`src/rtl/sync_fifo_if.sv`:
```
// Handshake and status bundle between a FIFO and its user.
// The user side drives requests and write data; the FIFO side returns data and flags.
interface sync_fifo_if #(
  parameter int Data_width = 8,
  parameter int Addr_width = 5
);
  logic                  Wr_enable;
  logic [Data_width-1:0] data_in;
  logic                  Read_enable;
  logic [Data_width-1:0] data_out;
  logic                  full;
  logic                  empty;
  logic                  almost_full;
  logic                  almost_empty;
  logic [Addr_width:0]   count;
  logic                  overflow;
  logic                  underflow;

  modport master (
    output Wr_enable, data_in, Read_enable,
    input  data_out, full, empty, almost_full, almost_empty, count, overflow, underflow
  );

  modport slave (
    input  Wr_enable, data_in, Read_enable,
    output data_out, full, empty, almost_full, almost_empty, count, overflow, underflow
  );
endinterface

```
`src/rtl/sync_fifo.sv`:
```
// Single-clock FIFO with registered status flags and a selectable read mode
// (registered read or first-word-fall-through).
module sync_fifo #(
  parameter int Data_width = 8,
  parameter int Addr_width = 5,
  parameter int AF_level   = 2**Addr_width - 2,
  parameter int AE_level   = 2,
  parameter int FWFT       = 0
) (
  input logic        clk,
  input logic        rst,
  sync_fifo_if.slave bus
);
  localparam int Depth = 2**Addr_width;
  localparam logic [Addr_width:0] DepthC  = (Addr_width+1)'(Depth);
  localparam logic [Addr_width:0] AfLevel = (Addr_width+1)'(AF_level);
  localparam logic [Addr_width:0] AeLevel = (Addr_width+1)'(AE_level);

  logic [Data_width-1:0] mem_q [Depth];
  logic [Addr_width:0]   wrPtr_q, wrPtr_d;
  logic [Addr_width:0]   rdPtr_q, rdPtr_d;
  logic [Addr_width:0]   count_q, count_d;
  logic                  full_q, empty_q, almostFull_q, almostEmpty_q;
  logic                  overflow_q, underflow_q;
  logic                  wrAcc, rdAcc;

  // The pointer difference, wrap bit included, gives the occupancy 0..depth.
  always_comb begin
    wrAcc   = bus.Wr_enable && !full_q;
    rdAcc   = bus.Read_enable && !empty_q;
    wrPtr_d = wrPtr_q + {{Addr_width{1'b0}}, wrAcc};
    rdPtr_d = rdPtr_q + {{Addr_width{1'b0}}, rdAcc};
    count_d = wrPtr_d - rdPtr_d;
  end

  always_ff @(posedge clk) begin
    if (rst) begin
      wrPtr_q       <= '0;
      rdPtr_q       <= '0;
      count_q       <= '0;
      full_q        <= 1'b0;
      empty_q       <= 1'b1;
      almostFull_q  <= (AfLevel == '0);
      almostEmpty_q <= 1'b1;
      overflow_q    <= 1'b0;
      underflow_q   <= 1'b0;
    end else begin
      wrPtr_q       <= wrPtr_d;
      rdPtr_q       <= rdPtr_d;
      count_q       <= count_d;
      full_q        <= (count_d == DepthC);
      empty_q       <= (count_d == '0);
      almostFull_q  <= (count_d >= AfLevel);
      almostEmpty_q <= (count_d <= AeLevel);
      overflow_q    <= bus.Wr_enable && full_q;
      underflow_q   <= bus.Read_enable && empty_q;
    end
  end

  always_ff @(posedge clk) begin
    if (!rst && wrAcc) begin
      mem_q[wrPtr_q[Addr_width-1:0]] <= bus.data_in;
    end
  end

  // In FWFT mode the head word is shown directly, so a write into an empty
  // FIFO is visible in the same cycle that empty drops.
  generate
    if (FWFT != 0) begin : gFwft
      assign bus.data_out = mem_q[rdPtr_q[Addr_width-1:0]];
    end else begin : gRegRead
      logic [Data_width-1:0] dataOut_q;
      always_ff @(posedge clk) begin
        if (rst) begin
          dataOut_q <= '0;
        end else if (rdAcc) begin
          dataOut_q <= mem_q[rdPtr_q[Addr_width-1:0]];
        end
      end
      assign bus.data_out = dataOut_q;
    end
  endgenerate

  assign bus.count        = count_q;
  assign bus.full         = full_q;
  assign bus.empty        = empty_q;
  assign bus.almost_full  = almostFull_q;
  assign bus.almost_empty = almostEmpty_q;
  assign bus.overflow     = overflow_q;
  assign bus.underflow    = underflow_q;
endmodule

```
`src/flat_wrapper.sv`:
```
// flat-port wrapper written by rule: the top's interface ports become plain ports
module sync_fifo_flat 
#(
  parameter int Data_width = 8,
  parameter int Addr_width = 5,
  parameter int AF_level   = 2**Addr_width - 2,
  parameter int AE_level   = 2,
  parameter int FWFT       = 0
)
  (clk, rst, bus_Wr_enable, bus_data_in, bus_Read_enable, bus_data_out, bus_full, bus_empty, bus_almost_full, bus_almost_empty, bus_count, bus_overflow, bus_underflow);
  sync_fifo_if #(.Data_width(Data_width), .Addr_width(Addr_width)) bus_i ();
  input logic clk;
  input logic rst;
  input wire logic [$bits(bus_i.Wr_enable)-1:0] bus_Wr_enable;
  input wire logic [$bits(bus_i.data_in)-1:0] bus_data_in;
  input wire logic [$bits(bus_i.Read_enable)-1:0] bus_Read_enable;
  output wire logic [$bits(bus_i.data_out)-1:0] bus_data_out;
  output wire logic [$bits(bus_i.full)-1:0] bus_full;
  output wire logic [$bits(bus_i.empty)-1:0] bus_empty;
  output wire logic [$bits(bus_i.almost_full)-1:0] bus_almost_full;
  output wire logic [$bits(bus_i.almost_empty)-1:0] bus_almost_empty;
  output wire logic [$bits(bus_i.count)-1:0] bus_count;
  output wire logic [$bits(bus_i.overflow)-1:0] bus_overflow;
  output wire logic [$bits(bus_i.underflow)-1:0] bus_underflow;
  assign bus_i.Wr_enable = bus_Wr_enable;
  assign bus_i.data_in = bus_data_in;
  assign bus_i.Read_enable = bus_Read_enable;
  assign bus_data_out = bus_i.data_out;
  assign bus_full = bus_i.full;
  assign bus_empty = bus_i.empty;
  assign bus_almost_full = bus_i.almost_full;
  assign bus_almost_empty = bus_i.almost_empty;
  assign bus_count = bus_i.count;
  assign bus_overflow = bus_i.overflow;
  assign bus_underflow = bus_i.underflow;
  sync_fifo #(.Data_width(Data_width), .Addr_width(Addr_width), .AF_level(AF_level), .AE_level(AE_level), .FWFT(FWFT)) u_core (.clk(clk), .rst(rst), .bus(bus_i));
endmodule
```
`config.mk`:
```
export PLATFORM = sky130hd
export DESIGN_NAME = sync_fifo_flat
export DESIGN_NICKNAME = d
export VERILOG_FILES = /design/src/rtl/sync_fifo_if.sv /design/src/rtl/sync_fifo.sv /design/src/flat_wrapper.sv
export SDC_FILE = /design/constraint.sdc
export NUM_CORES = 1
export LEC_CHECK = 0
export ABC_AREA = 1
export ABC_CLOCK_PERIOD_IN_PS = 3200
export BUFFER_PORTS_ARGS = -buffer_cell sky130_fd_sc_hd__buf_2
export CORE_UTILIZATION = 56
export DETAILED_ROUTE_END_ITERATION = 7
export GPL_ROUTABILITY_DRIVEN = 0
export PLACE_DENSITY = 0.85
export SLEW_MARGIN = 20
export SYNTH_ARGS = -nofsm -noshare
export SYNTH_HDL_FRONTEND = slang
export SYNTH_SLANG_ARGS = --single-unit
export TNS_END_PERCENT = 50
```
`constraint.sdc`:
```
create_clock -name clk -period 3.2 [get_ports clk]
set_input_delay 0.96 -clock clk [delete_from_list [all_inputs] [get_ports clk]]
set_output_delay 0.96 -clock clk [all_outputs]
set_load 0.005 [all_outputs]
```
==> results.txt, run 1 <==
* DPL Wire Length: 16400 µm
- Most Frequent Cell on Critical Path: sky130_fd_sc_hd__nand2_1
- After floorplanning, the core was divided into 53 placement rows.
- Classification of the worst-slack hold path: register to register
- In the final timing run, aggregate negative setup slack is 0 ns.
- Layout cell share with drive strength beyond 1: 12.2%
* Number of antenna violations at the first check in global routing: 1
- Clock sink count: 288
- # port buffers: 31
- Die height: 149 µm
* Residual antenna-violating net count after detailed routing: 0
- The signal on the critical path passes through buf_2 > inv_1 > nor2_1 > ha_1 > nand2_4 > nor2_4 > inv_1 > nand2_1 > nand2_1 > ha_1 > or2_2 > nand3_2 > nand2_2 > nand3_1 > nand2_1.
- Post-CTS setup-driven buffer insertion count: 0
- Clock tree from TritonCTS: done
* Register area share after synthesis: 69.3%
* Max IR drop VDD: 458 µV
- Slew at the pin closest to its max-slew limit: 0.743 ns
* Type of the worst setup path: input port to register
- The initial utilization of the core area, before any placement, comes to 57.2%.
- Number of global-route vias before repair: 7959
* Syn_nets: 1113
- Overall via count from detail_route: 8306
- The repair_antennas step left the layout with diodes totalling 0.
* Count of final max-slew check failures: 0
- For this run, the number of Yosys warnings is 0.
- The slowest stage of the critical path is the sky130_fd_sc_hd__ha_1 cell.
* Crit path from: bus_Read_enable
* Kind of end point of the critical path: register
- Post-synth cell types: 28
- Count of state elements after synthesis: 288
- Final-layout worst hold slack: 0.466 ns
* CTS root buf: sky130_fd_sc_hd__clkbuf_16
- Compared with the post-synthesis result, the final layout area differs by 11.8%.
- Synthesis handed over a netlist of 1092 instances.
- Buffers inserted to repair hold after CTS numbered 0.
- Biggest area consumer among synthesized cells: sky130_fd_sc_hd__edfxtp_1
* Vias per Instance: 5.74
- In this run the worst path has a maximum fanout of 4.
- Leakage power: 5.11 nW
- Setup violations remaining at the end of the flow were counted as 0.
* Setup repair after global routing missed its margin: no
- Data on the critical path arrives at its endpoint at 3.04 ns.
- Global route overflow: 0
- The pre-antenna-repair detailed-routing pass consisted of 5 iterations.
- Routed wire length: 26700 µm
- In this run the number of H-tree levels came out at 1.
- Buffers inserted during clock tree synthesis total 28.
* Launch instance of the worst register-to-register path: u_core.rdPtr_q[0]$_SDFF_PP0_
* Gates resized, CTS repair: 0
* Number of DRC markers in iteration 0: 917
- The run finished with clean final reports.
* Combined area of all synthesized cells: 0.0120 mm²
- Entering global routing, the biggest net connects 107 pins.
- Clock-pin slew was measured on the worst setup and hold paths at 0.06 ns.
* Worst slew margin relative to its limit: 50.5%
- Insertion delay to the later sink of the worst-skew pair: 0.54 ns
- Top-area cell type share of the netlist area: 63.9%
* Mean routed wirelength per cell: 18.4 µm
- The number of buffers and inverters on the critical path is 3.
- In this run, synthesis inferred 256 flip-flops with an integrated enable.
* DRC errors left: 0
- Top-level I/O count: 32
- The routed design could run at a clock period as short as 2.62 ns.
* X dimension of the die: 149 µm
- Final Cycle Share: 81.8%
* Global Route Usage Sum: 24.7%
- In this run the deepest clock path goes through 3 buffers.
- For this run, the top clock speed supported by timing is 382 MHz.
- Core Footprint: 0.0210 mm²
* Start point of the worst hold path: u_core.bus.empty$_SDFF_PP1_
* Global-route wire length before repair: 41600 µm
- STA classifies the critical path startpoint as an input port.
* Critical Path RT: 3.63 ns
- The die covers 0.0221 mm².
* Final setup skew: 0.0221 ns
- After synthesis, the cell types taking the most area are sky130_fd_sc_hd__edfxtp_1 64%, sky130_fd_sc_hd__nand2_1 12%, sky130_fd_sc_hd__nand3_1 8.9%, sky130_fd_sc_hd__dfxtp_1 5.3%, sky130_fd_sc_hd__nor2_1 1.9%.
* Slowest cell delay on critical path: 0.33 ns
* Ys async rst share: 0%
* Hold violation count in the final report: 0
* Per-instance average area after synthesis: 11.0 µm²
- The net count of the finished layout is 1170.
* Kind of cell adding the most delay to the critical path: simple AND/OR/NAND/NOR gates
- Most common flop cell mapped by yosys: sky130_fd_sc_hd__edfxtp_1
- Ratio of total power to cell area: 646 mW/mm²
- Across the run, the number of max-cap violations was 0.
synthesized netlist by cell type, types with 2 or more instances:
cell type                  instances
sky130_fd_sc_hd__edfxtp_1        256
sky130_fd_sc_hd__inv_2             3
sky130_fd_sc_hd__nand2_1         371
sky130_fd_sc_hd__o21ai_1           8
sky130_fd_sc_hd__dfxtp_1          32
sky130_fd_sc_hd__nor2_1           62
sky130_fd_sc_hd__buf_4             9
sky130_fd_sc_hd__a21oi_1          18
sky130_fd_sc_hd__nor3_1            2
sky130_fd_sc_hd__inv_1            26
sky130_fd_sc_hd__ha_1              8
sky130_fd_sc_hd__nand2_2           9
sky130_fd_sc_hd__clkbuf_1          7
sky130_fd_sc_hd__inv_4             2
sky130_fd_sc_hd__buf_6            17
sky130_fd_sc_hd__o21ai_0           9
sky130_fd_sc_hd__nand3_2           4
sky130_fd_sc_hd__buf_2            24
sky130_fd_sc_hd__nand3_1         215
sky130_fd_sc_hd__xor2_1            2
report_power, final:
part	switching, mW	internal, mW
Sequential	0.0680	4.18
Combinational	0.854	0.388
Clock	1.31	1.89
Total	2.23	6.45
kinds of logic (layout without fill, tap and decap cells):
| kind of cell | count (synthesis) | count (layout) | share of synthesized area (%) |
|---|---|---|---|
| AND/OR/NAND/NOR | 668 | 668 | 23.7 |
| flip-flops | 288 | 288 | 69.3 |
| buffers and inverters | 90 | 169 | 4.44 |
| AO/OA/AOI/OAI | 35 | 35 | 1.46 |
| adder cells (fa/ha/maj) | 9 | 9 | 0.999 |
| XOR/XNOR | 2 | 2 | 0.146 |
worst reg2reg max path, stage by stage (launching register included):
cell	delay [ns]
sky130_fd_sc_hd__dfxtp_4	0.55
sky130_fd_sc_hd__clkinv_2	0.56
sky130_fd_sc_hd__buf_4	0.45
sky130_fd_sc_hd__nand2_1	0.09
sky130_fd_sc_hd__nand3_1	0.06
sky130_fd_sc_hd__nand3_1	0.12
sky130_fd_sc_hd__nand2_1	0.08
sky130_fd_sc_hd__nand2_1	0.10
sky130_fd_sc_hd__nand3_1	0.19
sky130_fd_sc_hd__o21ai_1	0.13
sky130_fd_sc_hd__a21oi_1	0.07
stage by stage:
stage	util (%)	setup slack, ns	instances	cell area (µm²)	total power [mW]
after floorplan	-	0.0499	1092	12000	5.20
after global placement	59.7	0.154	1394	12600	5.49
after detailed placement	59.7	0.0965	1394	12600	5.54
after CTS	64.0	0.610	1446	13400	8.69
after global routing	64.0	0.420	1446	13400	8.97
final	64.0	0.584	1446	13400	8.68
registers in the layout, summed over array words and instances (netlist names):
signal,flops
u_core.bus.empty,1
u_core.bus.overflow,1
u_core.bus.almost_empty,1
u_core.bus.full,1
u_core.mem_q,256
u_core.wrPtr_q,6
u_core.bus.underflow,1
u_core.bus.almost_full,1
u_core.bus.count,6
u_core.rdPtr_q,6
u_core.bus.data_out,8
final timing paths:
check / cells after the start / slack, ns / end
worst min-delay path: 2 / 0.47 / u_core.bus.underflow$_SDFF_PP0_
worst max-delay path: 15 / 0.58 / u_core.bus.empty$_SDFF_PP1_
worst max register to register: 10 / 0.67 / u_core.bus.data_out[4]$_SDFFE_PP0N_
worst min register to register: 2 / 0.47 / u_core.bus.underflow$_SDFF_PP0_
layout by cell type, fill, tap and decap left out, types with 3 or more instances in the layout:
cell	n
sky130_fd_sc_hd__a21oi_1	18
sky130_fd_sc_hd__dfxtp_1	30
sky130_fd_sc_hd__edfxtp_1	256
sky130_fd_sc_hd__inv_1	26
sky130_fd_sc_hd__nand3_2	4
sky130_fd_sc_hd__nand2_1	371
sky130_fd_sc_hd__nand3_1	215
sky130_fd_sc_hd__buf_2	31
sky130_fd_sc_hd__buf_4	52
sky130_fd_sc_hd__bufinv_16	3
sky130_fd_sc_hd__o21ai_1	8
sky130_fd_sc_hd__nor2_1	62
sky130_fd_sc_hd__ha_1	8
sky130_fd_sc_hd__clkbuf_16	29
sky130_fd_sc_hd__clkbuf_1	7
sky130_fd_sc_hd__nand2_2	9
sky130_fd_sc_hd__clkinv_1	12
sky130_fd_sc_hd__o21ai_0	9
per-layer routing:
layer | routed length (µm) | track usage, %
met5 | 0 | 0
met4 | 685 | 9.95
met3 | 2580 | 4.42
met2 | 13500 | 42.1
met1 | 9900 | 31.2
layout make-up:
cell class / instances / area, µm²
clock buffers: 36 / 752
clock inverters: 16 / 145
fillers: 1446 / 7570
inverters: 32 / 126
multi-input cells: 714 / 3160
flip-flops and latches: 288 / 8330
well taps: 275 / 344
repair buffers: 85 / 586
(Power assumes the default switching activity.)
==> run 2, diff against run 1 <==
- ABC_CLOCK_PERIOD_IN_PS: 3200 -> 2200
- clock period: 3.2 -> 2.2 ns (I/O delays scaled with it)
==> run 2 against run 1 <==
Non-clock buffer count increased by 24. Power up 49%. First-iteration DRC count increased by 52%. Critical path depth down 1. Flip-flop and latch count unchanged. Sequential share of layout area shrank 1.8 points. Routed wire length up 9.4%. Core utilization grew 1.9 points. Die area unchanged. Cell area up 3.0%. Count of clock-buffer cells in the layout up 3. Highest routed layer unchanged.
==> results.txt, run 2 (synthesis gave the netlist of run 1 again) <==
- Layout cell share with drive strength beyond 1: 16.6%
- Hold violation count in the final report: 0
* Internal power component: 9.52 mW
- Cell area after placement: 0.0128 mm²
- After routing the design area is 0.0139 mm².
- Gate power share: 16.3%
- Starting Density: 57.2%
* Drt first pass iters: 6
- Clock-pin slew on the worst setup and hold paths: 0.06 ns
- Measured along the y axis, the die boundary spans 149 µm.
- X dimension of the die: 149 µm
* Internal reg-to-reg setup slack: 0.09 ns
* Post-CTS Hold Buffers: 0
- The largest single stage delay on the critical path is 0.34 ns.
- The tree is rooted in a sky130_fd_sc_hd__clkbuf_16.
- Critical Path RT: 2.67 ns
* Run status: complete, no violations
- Following the worst setup path forward leads to its endpoint at u_core.bus.full$_SDFF_PP0_.
* # port buffers: 31
- Clock sink count: 288
* Crit path from: u_core.bus.empty$_SDFF_PP1_
* Type of the worst setup path: register to register
* Global route overflow: 0
- Number of DRC markers in iteration 0: 1392
* Deepest level of the CTS H-tree: 1
- For this design the top-level I/O count stands at 32.
* Count of final max-slew check failures: 0
* Critical path buffers and inverters: 1
* Final Cycle Share: 96.0%
- Number of placement rows: 53
* Critical Path Start Type: register
* Max-cap violation count: 0
- Mean routed wirelength per cell: 19.8 µm
* Number of fillers in the final layout: 1416
* Core Footprint: 0.0210 mm²
- Total CTS buffers: 29
* Ratio of total power to cell area: 935 mW/mm²
- WP depth: 14
- Per report_power, the sequential group accounts for 47.6% of the total.
- The area growth from synthesis to layout is 15.2%.
- Clock period minus final worst setup slack: 2.11 ns
* Leading cell types in the layout, fill and taps excluded: 369 x sky130_fd_sc_hd__nand2_1, 256 x sky130_fd_sc_hd__edfxtp_1, 212 x sky130_fd_sc_hd__nand3_1, 73 x sky130_fd_sc_hd__buf_4, 58 x sky130_fd_sc_hd__nor2_1
- Crit-path max FO: 3
- The first global-routing pass estimated 44000 µm of wire.
- Worst slew margin relative to its limit: 51.6%
- Of the total power, the clock network draws 36.1%.
* Setup WS post-layout: 0.0884 ns
- In the global route stage, overall resource usage came out at 26.3%.
- After the last flow step, the layout net total stands at 1195.
- Launch instance of the worst register-to-register path: u_core.bus.empty$_SDFF_PP1_
- The number of global-route vias before repair is 8451.
* Crit path max-delay cell type: sky130_fd_sc_hd__dfxtp_2
* Kind of end point of the critical path: register
- The analysis attributes to cell leakage a power of 5.28 nW.
* Slew at the pin closest to its max-slew limit: 0.726 ns
- The analysis attributes to net switching a power of 3.44 mW.
- For the worst flop-to-flop path, the logic depth is 14.
- Hold timing on the final database bottoms out at a slack of 0.353 ns.
* Count of final setup violators: 0
- VDD sags by at most 727 µV.
* Overall via count from detail_route: 8720
- The number of antenna violations at the first check in global routing is 0.
- Most Frequent Cell on Critical Path: sky130_fd_sc_hd__nand2_1
* Kind of cell adding the most delay to the critical path: simple AND/OR/NAND/NOR gates
- Clock skew on the completed layout was measured at 0.0139 ns.
* Maximum number of pins on one net before global-route repair: 129
* Critical path, cell by cell: nor2_4 > ha_4 > xor2_4 > inv_2 > ha_1 > a21oi_1 > nand2_1 > nand2_1 > nand2_1 > nand2_2 > nand2_2 > nor2_4 > nand2_1 > nor2_1
- The count of nets left with antenna violations once routing finished came out at 0.
* Classification of the worst-slack hold path: input port to register
* Max Clock Freq: 474 MHz
- At the worst endpoint, the arrival time is 2.58 ns.
- The worst register-to-register path ends at u_core.bus.full$_SDFF_PP0_.
- 0 antenna diodes ended up in the layout.
* Vias per Instance: 5.93
- TritonCTS built the clock tree.
* Area enclosed by the die boundary: 0.0221 mm²
* Insertion delay to the later sink of the worst-skew pair: 0.54 ns
* Maximum number of buffers from clock root to sink: 3
- The register with the most flip-flops in the layout has 256 of them.
* Cell depth of the worst min-delay path: 3
- DRC errors left: 0
* Most common cell after layout, fill and taps aside: sky130_fd_sc_hd__nand2_1
* DPL Wire Length: 16500 µm
- In this run switching power makes up 26.5% of total power.
- After the flow finishes, the layout carries non-filler instances totaling 1471.
- Total placed cells including tap cells: 1414
- Prior to clock tree synthesis, the placed netlist has a worst setup slack of -0.418 ns.
- Routed wire length: 29200 µm
run 2: changes by cell type in the layout (fill, tap and decap cells not counted), moves of 4 or more:
| cell | before | now |
|---|---|---|
| sky130_fd_sc_hd__buf_4 | 52 | 73 |
| sky130_fd_sc_hd__ha_1 | 8 | 3 |
| sky130_fd_sc_hd__ha_4 | 0 | 5 |
| sky130_fd_sc_hd__nor2_1 | 62 | 58 |
| sky130_fd_sc_hd__dfxtp_1 | 30 | 26 |
| sky130_fd_sc_hd__inv_1 | 26 | 22 |
run 2: area by class of cell:
class,count,area [µm²],share of cell area (%)
Clock inverter,14,85.1,0.614
Tap cell,275,344,2.48
Sequential cell,288,8340,60.2
Inverter,32,135,0.975
Clock buffer,39,826,5.96
Multi-Input combinational cell,714,3310,23.9
Timing Repair Buffer,109,816,5.89
run 2: power by group through the flow:
| stage | registers, mW | clock network, mW | logic [mW] |
|---|---|---|---|
| finish | 6.16 | 4.68 | 2.12 |
| global route | 6.17 | 4.90 | 2.32 |
| CTS | 6.14 | 4.69 | 1.97 |
| detailed placement | 6.26 | 0 | 1.94 |
| global placement | 6.26 | 0 | 1.86 |
| floorplan | 6.25 | 0 | 1.38 |
run 2: worst register-to-register path, delay by kind of cell (launching register included):
family	cells	cell delay (ns)
AOI/OAI and AO/OA	1	0.15
xor gates and xnor gates	1	0.15
adders and majority gates	2	0.46
buffers and inverters	1	0.06
DFF	1	0.34
and+or+nand+nor	9	0.89
run 2: per-layer routing:
metal / routed length (µm) / track usage [%] / share of wire [%] / vias up
li1: - / - / - / 3915
met1: 10300 / 34.0 / 35 / 4067
met2: 14200 / 42.8 / 49 / 599
met3: 3200 / 4.91 / 11 / 139
met4: 1480 / 13.1 / 5.1 / 0
met5: 0 / 0 / 0 / -
run 2: how the worst min path moves through the flow:
stage	from	slack, ns	end
3_3_place_gp	u_core.bus.empty$_SDFF_PP1_	0.46	u_core.bus.underflow$_SDFF_PP0_
4_1_cts	bus_Wr_enable	0.34	u_core.bus.overflow$_SDFF_PP0_
5_1_grt	bus_Wr_enable	0.38	u_core.bus.overflow$_SDFF_PP0_
6_report	bus_Wr_enable	0.35	u_core.bus.overflow$_SDFF_PP0_
3_5_place_dp	u_core.bus.full$_SDFF_PP0_	0.47	u_core.bus.overflow$_SDFF_PP0_
2_1_floorplan	u_core.bus.full$_SDFF_PP0_	0.46	u_core.bus.overflow$_SDFF_PP0_
run 2: repair_timing:
| action | CTS | global route |
|---|---|---|
| endpoints found under the setup margin | 1 | 7 |
| buffers inserted | 0 | 3 |
| pin swaps | 0 | 10 |
| gates cloned | 0 | 1 |
| resized for setup | 1 | 23 |
run 2: metrics by stage:
step | TNS, ns | utilization (%) | power (mW)
floorplan | -0.963 | - | 7.63
global placement | -2.17 | 60.9 | 8.12
detailed placement | -2.62 | 60.9 | 8.20
CTS | 0 | 65.2 | 12.8
global route | -0.0802 | 65.9 | 13.4
finish | 0 | 65.9 | 13.0
==> run 3, diff against run 2 <==
- ABC_CLOCK_PERIOD_IN_PS: 2200 -> 2690
- CORE_MARGIN: unset -> 5
- CORE_UTILIZATION: 56 -> 60
- PLACE_DENSITY: 0.85 -> 0.86
- clock period: 2.2 -> 2.69 ns (I/O delays scaled with it)
==> run 3 against run 2 <==
Power decreased by 20%. Cell count shrank 2.0%. Non-clock buffer count fell by 20. Die area up 4.1%. Clock power is 17% lower. Highest routed layer unchanged. Routed wire length is 8.6% lower. Cell area is 2.5% lower. Critical path type is now input port to register. Count of clock-buffer cells in the layout rose by 3.
==> results.txt, run 3 (synthesis gave the netlist of run 1 again) <==
- The run finished with clean final reports.
- Starting Density: 61.4%
- Number of DRC markers in iteration 0: 966
- Clock tree from TritonCTS: done
- In the finished design, the share of the clock period the worst path needs comes to 86.8%.
* Power share of the sequential group: 48.2%
- Max IR drop VDD: 646 µV
- Gates resized, CTS repair: 0
- Clk network pwr share: 37.4%
* Final setup skew: 0.0140 ns
* Area enclosed by the die boundary: 0.0230 mm²
* Type of the worst setup path: input port to register
* Top-level I/O count: 32
- Gate power share: 14.4%
- Area Overhead vs Synth: 12.4%
- Count of final setup violators: 0
* Residual antenna-violating net count after detailed routing: 0
- Detailed placement finished with a half-perimeter wire length of 15700 µm.
- The clock period could shrink to 2.34 ns.
- The repair_antennas step left the layout with diodes totalling 0.
- Global routing used 23.8% of the available tracks.
* Total CTS buffers: 29
* CTS root buf: sky130_fd_sc_hd__clkbuf_16
* Critical Path RT: 3.17 ns
* Leading cell types in the layout, fill and taps excluded: 371 x sky130_fd_sc_hd__nand2_1, 256 x sky130_fd_sc_hd__edfxtp_1, 215 x sky130_fd_sc_hd__nand3_1, 61 x sky130_fd_sc_hd__nor2_1, 56 x sky130_fd_sc_hd__buf_4
- Start point of the worst hold path: u_core.bus.empty$_SDFF_PP1_
* Vias per Instance: 5.75
- Setup repair after global routing left no endpoint under its margin.
- In this run the number of H-tree levels came out at 1.
- The register with the most flip-flops in the layout has 256 of them.
- Net switching is 25.3% of the power.
- Global-route wire length before repair: 42200 µm
- The tightest min-delay check is of the register to register type.
* Post-CTS setup-driven buffer insertion count: 0
* Clock sink count: 288
- In this run the tool buffered the top-level ports with 31 buffer cells.
- The floorplan step set the die width to 152 µm.
- The initialized floorplan defines 51 standard-cell rows.
* Critical Path Start Type: input port
- The number of antenna violations at the first check in global routing is 0.
* Fin area: 0.0135 mm²
* Drt first pass iters: 5
- Most common cell after layout, fill and taps aside: sky130_fd_sc_hd__nand2_1
- Max Clock Freq: 428 MHz
* Number of global-route vias before repair: 8143
- The detailed router placed 8284 vias in this run.
* Clock-pin slew on the worst setup and hold paths: 0.06 ns
- Layout cell share with drive strength beyond 1: 13.2%
* Max-cap violation count: 0
- Net switching power: 2.64 mW
- Summed over all cells, the static leakage comes to 5.16 nW.
- Crit path from: bus_Wr_enable
- Routed wire length: 26700 µm
* Kind of end point of the critical path: register
* Launch instance of the worst register-to-register path: u_core.bus.full$_SDFF_PP0_
* Total Power: 10.4 mW
* CP Data Arrival Time: 2.81 ns
- Maximum number of pins on one net before global-route repair: 73
* Aggregate negative setup slack: 0 ns
- Core Footprint: 0.0196 mm²
- In this run the vertical extent of the chip is 152 µm.
* Final core area utilization: 69.0%
- Ratio of total power to cell area: 770 mW/mm²
* Mean routed wirelength per cell: 18.5 µm
- In the routed design, unresolved DRC markers number 0.
- Count of final max-slew check failures: 0
* Global route overflow: 0
* Worst slew margin relative to its limit: 48.9%
- Crit-path max FO: 3
- Cell area after placement: 0.0126 mm²
* Internal power component: 7.77 mW
- Hold repair after CTS inserted 0 buffers.
- Slew at the pin closest to its max-slew limit: 0.766 ns
- No sink is reached through more buffers than the 3 on the longest clock path.
- Layout Nets: 1175
* Hold violation count in the final report: 0
- Insertion delay to the later sink of the worst-skew pair: 0.53 ns
* Number of fillers in the final layout: 1284
==> run 3: final cells by class <==
class	count	area, µm²	share of cell area, %
Tap cell	265	332	2.45
Inverter	32	126	0.935
Multi-Input combinational cell	714	3170	23.5
Timing Repair Buffer	89	616	4.56
Sequential cell	288	8330	61.7
Clock buffer	42	836	6.18
Clock inverter	11	98.8	0.731
==> run 3: path summary, 6_finish.rpt <==
kind,cells past startpoint,slack [ns],to
setup / recovery,15,0.35,u_core.bus.empty$_SDFF_PP1_
hold / removal,2,0.48,u_core.bus.underflow$_SDFF_PP0_
setup reg to reg,13,0.36,u_core.bus.empty$_SDFF_PP1_
hold reg to reg,2,0.48,u_core.bus.underflow$_SDFF_PP0_
==> run 3: power by group through the flow <==
stage / sequential (mW) / clock, mW / combinational, mW
after global placement: 5.11 / 0 / 1.42
after detailed placement: 5.11 / 0 / 1.46
after global routing: 5.03 / 4.13 / 1.68
after CTS: 5.02 / 3.91 / 1.48
after floorplan: 5.11 / 0 / 1.08
final: 5.02 / 3.89 / 1.50
==> run 3: per-layer routing <==
metal / vias up / routed length, µm / global-route usage [%] / part of all wire [%]
li1: 3868 / - / - / -
met5: - / 0 / 0 / 0
met1: 3919 / 10300 / 32.7 / 39
met2: 427 / 13200 / 39.4 / 50
met3: 70 / 2260 / 3.54 / 8.5
met4: 0 / 847 / 7.82 / 3.2
==> run 3: worst max-delay path, cell delays in order <==
cell and delay, ns:
sky130_fd_sc_hd__buf_2 0.09, sky130_fd_sc_hd__inv_1 0.04, sky130_fd_sc_hd__nor2_1 0.08, sky130_fd_sc_hd__ha_1 0.18
sky130_fd_sc_hd__ha_1 0.18, sky130_fd_sc_hd__nand2_1 0.08, sky130_fd_sc_hd__o21ai_0 0.26, sky130_fd_sc_hd__nand2_1 0.10
sky130_fd_sc_hd__ha_1 0.32, sky130_fd_sc_hd__or2_2 0.30, sky130_fd_sc_hd__nand2_1 0.09, sky130_fd_sc_hd__nand2_2 0.07
sky130_fd_sc_hd__nand2_2 0.08, sky130_fd_sc_hd__nand3_1 0.08, sky130_fd_sc_hd__nand2_1 0.06
==> run 3: per-stage QoR <==
stage / cells / setup WS [ns] / hold WS (ns)
5_1_grt: 1441 / 0.165 / 0.510
2_1_floorplan: 1092 / 0.0170 / 0.458
6_report: 1441 / 0.355 / 0.484
4_1_cts: 1441 / 0.392 / 0.487
3_3_place_gp: 1388 / -0.0451 / 0.469
3_5_place_dp: 1388 / -0.102 / 0.480
